`src/rtl/stopwatch_pkg.sv`:
```
// Shared types and constants for the MM:SS stopwatch controller.
package stopwatch_pkg;

  localparam int DIGIT_W = 5;
  localparam int BCD_W   = 4;

  localparam logic [BCD_W-1:0] UNITS_MAX = 4'd9;
  localparam logic [BCD_W-1:0] TENS_MAX  = 4'd5;

  typedef enum logic [1:0] {
    IDLE   = 2'd0,
    RUN    = 2'd1,
    PAUSE  = 2'd2,
    ADJUST = 2'd3
  } state_e;

  function automatic logic [DIGIT_W-1:0] to_digit(
    input logic [BCD_W-1:0] d
  );
    return DIGIT_W'(d);
  endfunction

endpackage

```
`src/rtl/stopwatch_ctrl_if.sv`:
```
// Control/display bundle between the input conditioning, the controller
// and the display multiplexer.
interface stopwatch_ctrl_if;
  import stopwatch_pkg::*;

  logic               tick_1hz;
  logic               tick_2hz;
  logic               btn_pause;
  logic               btn_reset;
  logic               adj;
  logic               sel;
  logic [DIGIT_W-1:0] min_l;
  logic [DIGIT_W-1:0] min_r;
  logic [DIGIT_W-1:0] sec_l;
  logic [DIGIT_W-1:0] sec_r;
  logic               adj_active;
  logic               blink_on;
  logic               wrap;

  modport master (
    output tick_1hz, tick_2hz, btn_pause,
    output btn_reset, adj, sel,
    input  min_l, min_r, sec_l, sec_r,
    input  adj_active, blink_on, wrap
  );

  modport slave (
    input  tick_1hz, tick_2hz, btn_pause,
    input  btn_reset, adj, sel,
    output min_l, min_r, sec_l, sec_r,
    output adj_active, blink_on, wrap
  );

endinterface

```
`src/rtl/bcd_mod60.sv`:
```
// Two-digit BCD counter 00..59 with synchronous clear and
// combinational carry out on the 59 -> 00 increment.
module bcd_mod60
  import stopwatch_pkg::*;
(
  input  logic             clk,
  input  logic             rst_n,
  input  logic             clr,
  input  logic             inc,
  output logic [BCD_W-1:0] tens,
  output logic [BCD_W-1:0] units,
  output logic             carry
);

  logic [BCD_W-1:0] tens_q, tens_d;
  logic [BCD_W-1:0] units_q, units_d;
  logic             units_top, tens_top;

  assign units_top = (units_q == UNITS_MAX);
  assign tens_top  = (tens_q == TENS_MAX);
  assign carry     = inc & units_top & tens_top;

  always_comb begin
    tens_d  = tens_q;
    units_d = units_q;
    if (inc) begin
      if (units_top) begin
        units_d = '0;
        tens_d  = tens_top ? '0 : tens_q + 1'b1;
      end else begin
        units_d = units_q + 1'b1;
      end
    end
  end

  always_ff @(posedge clk) begin
    if (!rst_n || clr) begin
      tens_q  <= '0;
      units_q <= '0;
    end else begin
      tens_q  <= tens_d;
      units_q <= units_d;
    end
  end

  assign tens  = tens_q;
  assign units = units_q;

endmodule

```
`src/rtl/stopwatch_ctrl.sv`:
```
// Stopwatch run/pause/adjust sequencer driving four BCD digits.
// STOPWATCH_ROLLOVER_EN: wrap 59:59 -> 00:00 in RUN instead of halting.
module stopwatch_ctrl
  import stopwatch_pkg::*;
(
  input  logic             clk,
  input  logic             rst_n,
  stopwatch_ctrl_if.slave  bus
);

  localparam logic [1:0] S_IDLE   = IDLE;
  localparam logic [1:0] S_RUN    = RUN;
  localparam logic [1:0] S_PAUSE  = PAUSE;
  localparam logic [1:0] S_ADJUST = ADJUST;

  logic [1:0]       state_q, state_d;
  logic             blink_q, blink_d;
  logic             adj_q;
  logic             in_adj, running;
  logic             do_enter, do_exit, do_adj;
  logic             do_pause, adv;
  logic             sec_adj, min_adj;
  logic             sec_inc, min_inc;
  logic             sec_carry, min_carry;
  logic             at_max;
  logic [BCD_W-1:0] sec_t, sec_u, min_t, min_u;

  assign in_adj  = (state_q == S_ADJUST);
  assign running = (state_q == S_RUN);

  // One-hot action selects, priority: reset > adj > pause > ticks
  assign do_enter = ~bus.btn_reset & bus.adj & ~in_adj;
  assign do_exit  = ~bus.btn_reset & ~bus.adj & in_adj;
  assign do_adj   = ~bus.btn_reset & bus.adj & in_adj;
  assign do_pause = ~bus.btn_reset & ~bus.adj & ~in_adj
                  & bus.btn_pause;
  assign adv      = ~bus.btn_reset & ~bus.adj & running
                  & bus.tick_1hz;

  assign sec_adj = do_adj & bus.tick_2hz & bus.sel;
  assign min_adj = do_adj & bus.tick_2hz & ~bus.sel;

  assign at_max = (sec_t == TENS_MAX) & (sec_u == UNITS_MAX)
                & (min_t == TENS_MAX) & (min_u == UNITS_MAX);

`ifdef STOPWATCH_ROLLOVER_EN
  assign sec_inc = sec_adj | adv;
`else
  assign sec_inc = sec_adj | (adv & ~at_max);
`endif
  assign min_inc = min_adj | (adv & sec_carry);

  always_comb begin
    state_d = state_q;
    blink_d = 1'b1;
    unique case (1'b1)
      bus.btn_reset: state_d = S_IDLE;
      do_enter:      state_d = S_ADJUST;
      do_exit:       state_d = S_PAUSE;
      do_adj:        blink_d = blink_q ^ bus.tick_2hz;
      do_pause:      state_d = running ? S_PAUSE : S_RUN;
      default:       ;
    endcase
`ifndef STOPWATCH_ROLLOVER_EN
    if (adv && at_max) state_d = S_PAUSE;
`endif
  end

  always_ff @(posedge clk) begin
    if (!rst_n) begin
      state_q <= S_IDLE;
      blink_q <= 1'b1;
      adj_q   <= 1'b0;
    end else begin
      state_q <= state_d;
      blink_q <= blink_d;
      adj_q   <= (state_d == S_ADJUST);
    end
  end

`ifdef STOPWATCH_ROLLOVER_EN
  logic wrap_q;

  always_ff @(posedge clk) begin
    if (!rst_n) wrap_q <= 1'b0;
    else        wrap_q <= adv & min_carry;
  end

  assign bus.wrap = wrap_q;
`else
  logic unused_min_carry;

  assign unused_min_carry = min_carry;
  assign bus.wrap         = 1'b0;
`endif

  bcd_mod60 u_sec (
    .clk   (clk),
    .rst_n (rst_n),
    .clr   (bus.btn_reset),
    .inc   (sec_inc),
    .tens  (sec_t),
    .units (sec_u),
    .carry (sec_carry)
  );

  bcd_mod60 u_min (
    .clk   (clk),
    .rst_n (rst_n),
    .clr   (bus.btn_reset),
    .inc   (min_inc),
    .tens  (min_t),
    .units (min_u),
    .carry (min_carry)
  );

  assign bus.min_l      = to_digit(min_t);
  assign bus.min_r      = to_digit(min_u);
  assign bus.sec_l      = to_digit(sec_t);
  assign bus.sec_r      = to_digit(sec_u);
  assign bus.adj_active = adj_q;
  assign bus.blink_on   = blink_q;

endmodule

```
`src/flat_wrapper.sv`:
```
// flat-port wrapper written by rule: the top's interface ports become plain ports
module stopwatch_ctrl_flat import stopwatch_pkg::*;
  (clk, rst_n, bus_tick_1hz, bus_tick_2hz, bus_btn_pause, bus_btn_reset, bus_adj, bus_sel, bus_min_l, bus_min_r, bus_sec_l, bus_sec_r, bus_adj_active, bus_blink_on, bus_wrap);
  stopwatch_ctrl_if bus_i ();
  input  logic clk;
  input  logic rst_n;
  input wire logic [$bits(bus_i.tick_1hz)-1:0] bus_tick_1hz;
  input wire logic [$bits(bus_i.tick_2hz)-1:0] bus_tick_2hz;
  input wire logic [$bits(bus_i.btn_pause)-1:0] bus_btn_pause;
  input wire logic [$bits(bus_i.btn_reset)-1:0] bus_btn_reset;
  input wire logic [$bits(bus_i.adj)-1:0] bus_adj;
  input wire logic [$bits(bus_i.sel)-1:0] bus_sel;
  output wire logic [$bits(bus_i.min_l)-1:0] bus_min_l;
  output wire logic [$bits(bus_i.min_r)-1:0] bus_min_r;
  output wire logic [$bits(bus_i.sec_l)-1:0] bus_sec_l;
  output wire logic [$bits(bus_i.sec_r)-1:0] bus_sec_r;
  output wire logic [$bits(bus_i.adj_active)-1:0] bus_adj_active;
  output wire logic [$bits(bus_i.blink_on)-1:0] bus_blink_on;
  output wire logic [$bits(bus_i.wrap)-1:0] bus_wrap;
  assign bus_i.tick_1hz = bus_tick_1hz;
  assign bus_i.tick_2hz = bus_tick_2hz;
  assign bus_i.btn_pause = bus_btn_pause;
  assign bus_i.btn_reset = bus_btn_reset;
  assign bus_i.adj = bus_adj;
  assign bus_i.sel = bus_sel;
  assign bus_min_l = bus_i.min_l;
  assign bus_min_r = bus_i.min_r;
  assign bus_sec_l = bus_i.sec_l;
  assign bus_sec_r = bus_i.sec_r;
  assign bus_adj_active = bus_i.adj_active;
  assign bus_blink_on = bus_i.blink_on;
  assign bus_wrap = bus_i.wrap;
  stopwatch_ctrl u_core (.clk(clk), .rst_n(rst_n), .bus(bus_i));
endmodule
```
`config.mk`:
```
export PLATFORM = sky130hd
export DESIGN_NAME = stopwatch_ctrl_flat
export DESIGN_NICKNAME = d
export VERILOG_FILES = /design/src/rtl/stopwatch_pkg.sv /design/src/rtl/stopwatch_ctrl_if.sv /design/src/rtl/bcd_mod60.sv /design/src/rtl/stopwatch_ctrl.sv /design/src/flat_wrapper.sv
export SDC_FILE = /design/constraint.sdc
export NUM_CORES = 1
export LEC_CHECK = 0
export ABC_AREA = 1
export BUFFER_PORTS_ARGS = -buffer_cell sky130_fd_sc_hd__buf_2
export CAP_MARGIN = 25
export CORE_MARGIN = 2
export CORE_UTILIZATION = 40
export CTS_CLUSTER_DIAMETER = 50
export DETAILED_ROUTE_END_ITERATION = 16
export PLACE_DENSITY = 0.65
export SLEW_MARGIN = 10
export SYNTH_ARGS = -nofsm -noshare
export SYNTH_HDL_FRONTEND = slang
export SYNTH_SLANG_ARGS = --single-unit
```
`constraint.sdc`:
```
create_clock -name clk -period 2.1 [get_ports clk]
set_input_delay 0.315 -clock clk [delete_from_list [all_inputs] [get_ports clk]]
set_output_delay 0.315 -clock clk [all_outputs]
set_load 0.005 [all_outputs]
```
==> metrics.json, run 1 <==
{
  "postCtsSetupRepairBufs": 0,
  "worst_ep_required_time_ns": 2.30,
  "final_net_count": 214,
  "placed_cells_incl_taps": 232,
  "internal-power_mw": 0.505,
  "min-delay-path-class": "input port to register",
  "cts_buffer_depth": 2,
  "total_count_of_max_transition_violations_in_the_final_report": 0,
  "largest_net_degree_at_the_start_of_global_routing": 14,
  "power_density_nw_per_um2": 486,
  "first_global_vias": 1071,
  "yosysWarnings": 0,
  "drt-pass1-iter-count": 4,
  "netlist_area_um2": 1170,
  "finalHoldViolations": 0,
  "antenna_found_initial": 0,
  "setup_repair_after_global_routing_missed_its_margin": "false",
  "clock_sinks": 20,
  "leakage_component_of_the_power_nw": 0.613,
  "post_route_non_filler_standard_cell_count": 236,
  "run_status": "finished, final reports clean",
  "initial_utilization": 0.423,
  "die-width_um": 58.0,
  "synth_cells": 177,
  "grt_use_total": 0.154,
  "async_set_reset_flop_share_out_of_synthesis": 0,
  "core.rowCount": 19,
  "antenna_cells": 0,
  "clock_power_share": 0.340,
  "cts_root_buffer": "sky130_fd_sc_hd__clkbuf_4",
  "path_clk_slew_ns": 0.11,
  "vias": 1122,
  "layout_setup_ws_ns": 0.512,
  "multi_input_area_um2": 634,
  "routed_via_count_divided_by_cell_count": 4.75,
  "cts-resized-gates": 0,
  "crit_type": "register to register",
  "cp.arrival_ns": 1.79,
  "synth-edff-count": 0,
  "swShare": 0.224,
  "setup_viol": 0,
  "finClkSkew_ns": 0.00651,
  "area_used_by_sequential_logic_in_the_layout_um2": 400,
  "grt_overflow_total": 0,
  "yosys.cell_types.count": 27,
  "drive_gt1_frac": 0.234,
  "tritoncts.num_buffers": 3,
  "worst_setup_path_start_kind": "register",
  "syn-mean-instance-area_um2": 6.59,
  "max-cap-violations": 0,
  "period_needed_ns": 1.59,
  "ant_nets": 0,
  "utilization_of_the_core_after_routing": 0.486,
  "critPathMaxFanout": 13,
  "switchingPower_mw": 0.146,
  "die_area_um2": 3360,
  "total_half_perimeter_wirelength_after_legalization_and_detailed_placement_um": 1810,
  "grt_first_pass_wirelength_um": 4150,
  "final.fill_count": 280,
  "post_dr_wirelength_cell_um": 9.70,
  "tritoncts": "yes",
  "starting_drt_drc_count": 42,
  "irDropWorstVdd_uv": 369,
  "synth_seq_cells": 20,
  "share_comb_of_total_power": 0.068,
  "routed_wire_length_um": 2290,
  "place_ws_ns": 0.488,
  "cts_hold_buf": 0,
  "gp_congestion": 0.829,
  "fp.dieH_um": 58.0,
  "final.setup.tns_ns": 0,
  "drc_errors": 0,
  "core_area_um2": 2760,
  "pin_count": 31,
  "critPathCaptureType": "register",
  "seq_power_share": 0.591,
  "htree_levels": 1,
  "areaGrowthSynthToFinish_pct": 14.9,
  "synth-seq-area-share": 0.343,
  "port_buffers": 25,
  "clock_latency_ns": 0.30,
  "fin_crit_sh": 0.756,
  "dominantRegCellSynth": "sky130_fd_sc_hd__dfxtp_1",
  "maxClockFrequency_mhz": 630
}
[per-layer routing]
| layer | track usage | up-vias | wire, µm |
|---|---|---|---|
| met5 | 0 | - | 0 |
| met4 | 0.0598 | 0 | 17 |
| met3 | 0.0223 | 2 | 82 |
| met2 | 0.279 | 23 | 1130 |
| met1 | 0.181 | 491 | 1060 |
| li1 | - | 606 | - |
[per-stage QoR]
step / hold slack, ns / cell area, µm² / power (mW)
2_1_floorplan: 0.399 / 1180 / 0.429
3_3_place_gp: 0.463 / 1300 / 0.438
3_5_place_dp: 0.473 / 1300 / 0.438
4_1_cts: 0.233 / 1340 / 0.662
5_1_grt: 0.242 / 1340 / 0.683
6_report: 0.243 / 1340 / 0.651
[Yosys cell counts (2+ instances only)]
| library cell | n | area (µm²) |
|---|---|---|
| sky130_fd_sc_hd__nor2_1 | 22 | 82.6 |
| sky130_fd_sc_hd__nor3_1 | 3 | 15.0 |
| sky130_fd_sc_hd__or2_1 | 2 | 12.5 |
| sky130_fd_sc_hd__inv_2 | 3 | 11.3 |
| sky130_fd_sc_hd__a21oi_1 | 14 | 70.1 |
| sky130_fd_sc_hd__buf_4 | 5 | 37.5 |
| sky130_fd_sc_hd__nor2_2 | 5 | 31.3 |
| sky130_fd_sc_hd__nand2_2 | 6 | 37.5 |
| sky130_fd_sc_hd__nand4_1 | 2 | 12.5 |
| sky130_fd_sc_hd__nand3_1 | 14 | 70.1 |
| sky130_fd_sc_hd__nand2_1 | 36 | 135 |
| sky130_fd_sc_hd__o21ai_0 | 8 | 40.0 |
| sky130_fd_sc_hd__o211ai_1 | 2 | 15.0 |
| sky130_fd_sc_hd__inv_1 | 23 | 86.3 |
| sky130_fd_sc_hd__dfxtp_1 | 20 | 400 |
[sequential cells by signal, summed over array words and instances, names as in the netlist]
name	flops
u_core.u_min.tens	4
u_core.u_min.units	4
u_core.u_sec.tens	4
u_core.u_sec.units	4
u_core.state_q	2
u_core.bus.adj_active	1
u_core.bus.blink_on	1
[cells in the final DEF (no fill, tap or decap), types with 2 or more instances in the layout]
cell type,instances
sky130_fd_sc_hd__nand2_1,36
sky130_fd_sc_hd__a21oi_1,14
sky130_fd_sc_hd__inv_1,23
sky130_fd_sc_hd__or2_1,2
sky130_fd_sc_hd__nand3_1,14
sky130_fd_sc_hd__clkbuf_4,3
sky130_fd_sc_hd__nor2_1,22
sky130_fd_sc_hd__o21ai_0,8
sky130_fd_sc_hd__conb_1,5
sky130_fd_sc_hd__nand4_1,2
sky130_fd_sc_hd__nor3_1,3
sky130_fd_sc_hd__dfxtp_1,20
sky130_fd_sc_hd__buf_2,25
sky130_fd_sc_hd__nand2_2,6
sky130_fd_sc_hd__nor2_2,5
sky130_fd_sc_hd__o211ai_1,2
sky130_fd_sc_hd__inv_2,3
[kinds of logic (layout without fill, tap and decap cells)]
family / Yosys count / in the layout / share of synthesized area
AND/OR/NAND/NOR: 95 / 95 / 0.384
other: 1 / 5 / 0.00322
XOR/XNOR: 2 / 2 / 0.0150
AO/OA/AOI/OAI: 27 / 27 / 0.129
buffers and inverters: 32 / 56 / 0.126
flip-flops: 20 / 20 / 0.343
[cell type report]
| cell class | instances | share of cell area |
|---|---|---|
| clock buffer | 4 | 0.0271 |
| inverter | 26 | 0.0728 |
| multi-input combinational | 129 | 0.473 |
| sequential | 20 | 0.299 |
| tap | 31 | 0.0289 |
| timing repair buffer | 26 | 0.0990 |
[path summary, 6_finish.rpt]
path | startpoint | end | slack [ns] | cells after the start
hold / removal | rst_n | u_core.bus.blink_on$_SDFF_PN1_ | 0.24 | 2
setup / recovery | u_core.u_min.tens[0]$_SDFFE_PP0P_ | u_core.u_min.tens[2]$_SDFFE_PP0P_ | 0.51 | 9
hold reg to reg | u_core.state_q[0]$_SDFF_PN0_ | u_core.state_q[0]$_SDFF_PN0_ | 0.48 | 2
setup reg to reg | u_core.u_min.tens[0]$_SDFFE_PP0P_ | u_core.u_min.tens[2]$_SDFFE_PP0P_ | 0.51 | 9
[power by group through the flow]
stage	logic, mW	clock network, mW	registers, mW
floorplan	0.0349	0	0.394
global placement	0.0440	0	0.394
detailed placement	0.0444	0	0.394
CTS	0.0448	0.231	0.385
global route	0.0523	0.245	0.386
finish	0.0446	0.222	0.385
[critical path, cell delays in order (launching register included)]
cell                       delay [ns]
sky130_fd_sc_hd__dfxtp_1         0.44
sky130_fd_sc_hd__nand2_1         0.11
sky130_fd_sc_hd__nor2_2          0.20
sky130_fd_sc_hd__nand2_2         0.08
sky130_fd_sc_hd__o211ai_2        0.21
sky130_fd_sc_hd__nand2_2         0.19
sky130_fd_sc_hd__nand2_1         0.12
sky130_fd_sc_hd__nand2_1         0.05
sky130_fd_sc_hd__nand2_1         0.05
sky130_fd_sc_hd__nor2_1          0.03
Note: power is estimated with default switching activity, not from simulation.
==> inputs of run 2 (changes only) <==
PLACE_DENSITY = 0.68   (was 0.65)
clock period = 1.4 ns   (was 2.1 ns; I/O delays follow)
==> metrics.json, run 2 (synthesis gave the netlist of run 1 again) <==
{
  "routed_via_count_divided_by_cell_count": {"value": 4.74, "change": "-0.20%"},
  "clock_power_share": {"value": 0.341, "change": "about the same"},
  "path_clk_slew": {"value": 0.12, "unit": "ns", "change": "about the same"},
  "routed_wire_length": {"value": 2970, "unit": "µm", "change": "+30%"},
  "tritoncts": "yes",
  "antenna_cells": {"value": 0, "change": "unchanged"},
  "period_needed": {"value": 1.42, "unit": "ns", "change": "-0.165 ns"},
  "core_area": {"value": 2760, "unit": "µm²", "change": "unchanged"},
  "first_global_vias": {"value": 1186, "change": "+11%"},
  "starting_drt_drc_count": {"value": 54, "change": "+29%"},
  "cts_buffer_depth": {"value": 2, "change": "unchanged"},
  "worst_hold_path.endpoint": "u_core.bus.blink_on$_SDFF_PN1_",
  "tritoncts.num_buffers": {"value": 3, "change": "unchanged"},
  "total_half_perimeter_wirelength_after_legalization_and_detailed_placement": {"value": 1950, "unit": "µm", "change": "+7.5%"},
  "core.rowCount": {"value": 19, "change": "unchanged"},
  "hp-start": "rst_n",
  "crit_type": "register to register",
  "drc_errors": {"value": 0, "change": "unchanged"},
  "critPathTopFamily": "simple AND/OR/NAND/NOR gates",
  "power_density": {"value": 565, "unit": "nW/µm²", "change": "+16%"},
  "finClkSkew": {"value": 0.00661, "unit": "ns", "change": "+0.0000961 ns"},
  "layout_setup_ws": {"value": -0.0231, "unit": "ns", "change": "-0.535 ns"},
  "clock_sinks": {"value": 20, "change": "unchanged"},
  "worst_path_max_delay_cell": "sky130_fd_sc_hd__dfxtp_2",
  "clock_latency": {"value": 0.31, "unit": "ns", "change": "about the same"},
  "ff2ff_path_depth": {"value": 10, "change": "+1"},
  "maxClockFrequency": {"value": 703, "unit": "MHz", "change": "+12%"},
  "drt-pass1-iter-count": {"value": 4, "change": "unchanged"},
  "place_area": {"value": 1520, "unit": "µm²", "change": "+16%"},
  "cp.arrival": {"value": 1.65, "unit": "ns", "change": "-0.14 ns"},
  "finalHoldViolations": {"value": 0, "change": "unchanged"},
  "initial_utilization": {"value": 0.423, "change": "unchanged"},
  "critical_path.reg2reg.startpoint": "u_core.u_min.tens[3]$_SDFFE_PP0P_",
  "total_count_of_max_transition_violations_in_the_final_report": {"value": 0, "change": "unchanged"},
  "critical_path_buf_inv_count": {"value": 1, "change": "+1"},
  "areaGrowthSynthToFinish_pct": 55.0,
  "vias": {"value": 1300, "change": "+16%"},
  "die_area": {"value": 3360, "unit": "µm²", "change": "unchanged"},
  "largest_net_degree_at_the_start_of_global_routing": {"value": 14, "change": "unchanged"},
  "fin_crit_sh": {"value": 1.02, "change": "+0.260"},
  "grt_use_total": {"value": 0.178, "change": "+0.0245"},
  "port_buffers": {"value": 25, "change": "unchanged"},
  "post_dr_wirelength_cell": {"value": 10.9, "unit": "µm", "change": "+12%"},
  "end_of_the_worst_register_to_register_path": "u_core.u_min.tens[2]$_SDFFE_PP0P_",
  "internal-power": {"value": 0.774, "unit": "mW", "change": "+53%"},
  "grt_overflow_total": {"value": 0, "change": "unchanged"},
  "run_status": "finished, violations left",
  "pin_count": {"value": 31, "change": "unchanged"},
  "critical-path-top-cell-by-count": "sky130_fd_sc_hd__nand2_1",
  "drive_gt1_frac": {"value": 0.556, "change": "+0.321"},
  "share_comb_of_total_power": {"value": 0.092, "change": "+0.024"},
  "gp_congestion": {"value": 0.797, "change": "-3.8%"},
  "mostFrequentLayoutCell": "sky130_fd_sc_hd__buf_4",
  "fp.dieH": {"value": 58.0, "unit": "µm", "change": "unchanged"},
  "die-width": {"value": 58.0, "unit": "µm", "change": "unchanged"},
  "violations": "setup timing",
  "worst_setup_path_start_kind": "register",
  "seq_power_share": {"value": 0.567, "change": "-0.024"},
  "cts_root_buffer": "sky130_fd_sc_hd__clkbuf_4",
  "final.setup.tns": {"value": -0.0409, "unit": "ns", "change": "-0.0409 ns"},
  "final_net_count": {"value": 252, "change": "+18%"},
  "timing.hold.worst_path_depth": {"value": 2, "change": "unchanged"},
  "critPathMaxFanout": {"value": 7, "change": "-6"},
  "critPathCaptureType": "register",
  "critical-path-max-stage-delay": {"value": 0.34, "unit": "ns", "change": "-0.10 ns"},
  "place_ws": {"value": -0.0585, "unit": "ns", "change": "-0.546 ns"},
  "stdcell_area": {"value": 1810, "unit": "µm²", "change": "+35%"},
  "ant_nets": {"value": 0, "change": "unchanged"},
  "min-delay-path-class": "input port to register",
  "swShare": {"value": 0.242, "change": "+0.0178"},
  "ff2ff_setup_slack": {"value": -0.02, "unit": "ns", "change": "-0.54 ns"},
  "setup_repair_after_global_routing_missed_its_margin": "true",
  "htree_levels": {"value": 1, "change": "unchanged"},
  "cts_hold_buf": {"value": 0, "change": "unchanged"},
  "antenna_found_initial": {"value": 0, "change": "unchanged"},
  "setup_viol": {"value": 2, "change": "+2"},
  "switchingPower": {"value": 0.248, "unit": "mW", "change": "+69%"},
  "max-cap-violations": {"value": 0, "change": "unchanged"},
  "leakage_component_of_the_power": {"value": 0.849, "unit": "nW", "change": "+39%"},
  "irDropWorstVdd": {"value": 576, "unit": "µV", "change": "+56%"},
  "grt_first_pass_wirelength": {"value": 4730, "unit": "µm", "change": "+14%"},
  "layout_common_cells": "sky130_fd_sc_hd__buf_4 (36), sky130_fd_sc_hd__nand2_1 (27), sky130_fd_sc_hd__buf_2 (25)",
  "worst_ep_required_time": {"value": 1.62, "unit": "ns", "change": "-0.68 ns"},
  "critical_path.cell_chain": "inv_2 > nand2_4 > nor2_4 > nand2_2 > o211ai_4 > nand2_4 > nand2_1 > nand2_1 > nand2_1 > nor2_1"
}
-- run 2: cell types whose count changed in the layout (fill, tap and decap cells not counted), moves of 7 or more --
cell                      delta
sky130_fd_sc_hd__buf_4      +35
sky130_fd_sc_hd__inv_1       -7
sky130_fd_sc_hd__nand2_1     -9
sky130_fd_sc_hd__dfxtp_2    +13
sky130_fd_sc_hd__dfxtp_1    -13
-- run 2: metal layers --
metal | GRT usage | routed length, µm | vias to the layer above
met1 | 0.211 | 1310 | 578
li1 | - | - | 693
met2 | 0.308 | 1510 | 23
met5 | 0 | 0 | -
met3 | 0.0469 | 114 | 6
met4 | 0.0664 | 42 | 0
-- run 2: timing repair --
| action | CTS | global route |
|---|---|---|
| buffers inserted | 5 | 6 |
| endpoints found under the hold margin | 0 | 0 |
| cloned | 0 | 1 |
| setup endpoints to repair | 12 | 18 |
| pin swaps | 8 | 23 |
| gates resized for setup | 14 | 48 |
-- run 2: how the worst max path moves through the flow --
| stage | startpoint | end | cells past startpoint |
|---|---|---|---|
| final | u_core.u_min.tens[3]$_SDFFE_PP0P_ | u_core.u_min.tens[2]$_SDFFE_PP0P_ | 10 |
| after global routing | u_core.u_min.tens[3]$_SDFFE_PP0P_ | u_core.u_min.tens[3]$_SDFFE_PP0P_ | 9 |
| after CTS | u_core.state_q[0]$_SDFF_PN0_ | u_core.u_sec.tens[3]$_SDFFE_PP0P_ | 8 |
| after detailed placement | u_core.u_sec.tens[0]$_SDFFE_PP0P_ | u_core.u_sec.tens[2]$_SDFFE_PP0P_ | 11 |
| after global placement | u_core.u_sec.tens[0]$_SDFFE_PP0P_ | u_core.u_sec.units[3]$_SDFFE_PP0N_ | 10 |
| after floorplan | u_core.u_min.tens[1]$_SDFFE_PP0P_ | u_core.u_min.tens[0]$_SDFFE_PP0P_ | 9 |
-- run 2: power groups by stage --
stage	clock [mW]	combinational (mW)	sequential, mW
global route	0.381	0.106	0.581
global placement	0	0.0763	0.590
finish	0.348	0.0941	0.580
CTS	0.351	0.0807	0.578
floorplan	0	0.0524	0.591
detailed placement	0	0.0765	0.591
-- run 2: area by class of cell --
type | instances | area (µm²)
flip-flops and latches | 20 | 417
fillers | 230 | 950
multi-input cells | 130 | 798
well taps | 31 | 38.8
inverters | 26 | 100
repair buffers | 63 | 418
clock buffers | 4 | 36.3
-- run 2: per-stage QoR --
step | util | total power [mW] | hold slack, ns | instances
floorplan | - | 0.643 | 0.294 | 181
global placement | 0.550 | 0.667 | 0.443 | 260
detailed placement | 0.550 | 0.667 | 0.456 | 260
CTS | 0.590 | 1.01 | 0.120 | 269
global route | 0.656 | 1.07 | 0.115 | 274
finish | 0.656 | 1.02 | 0.121 | 274
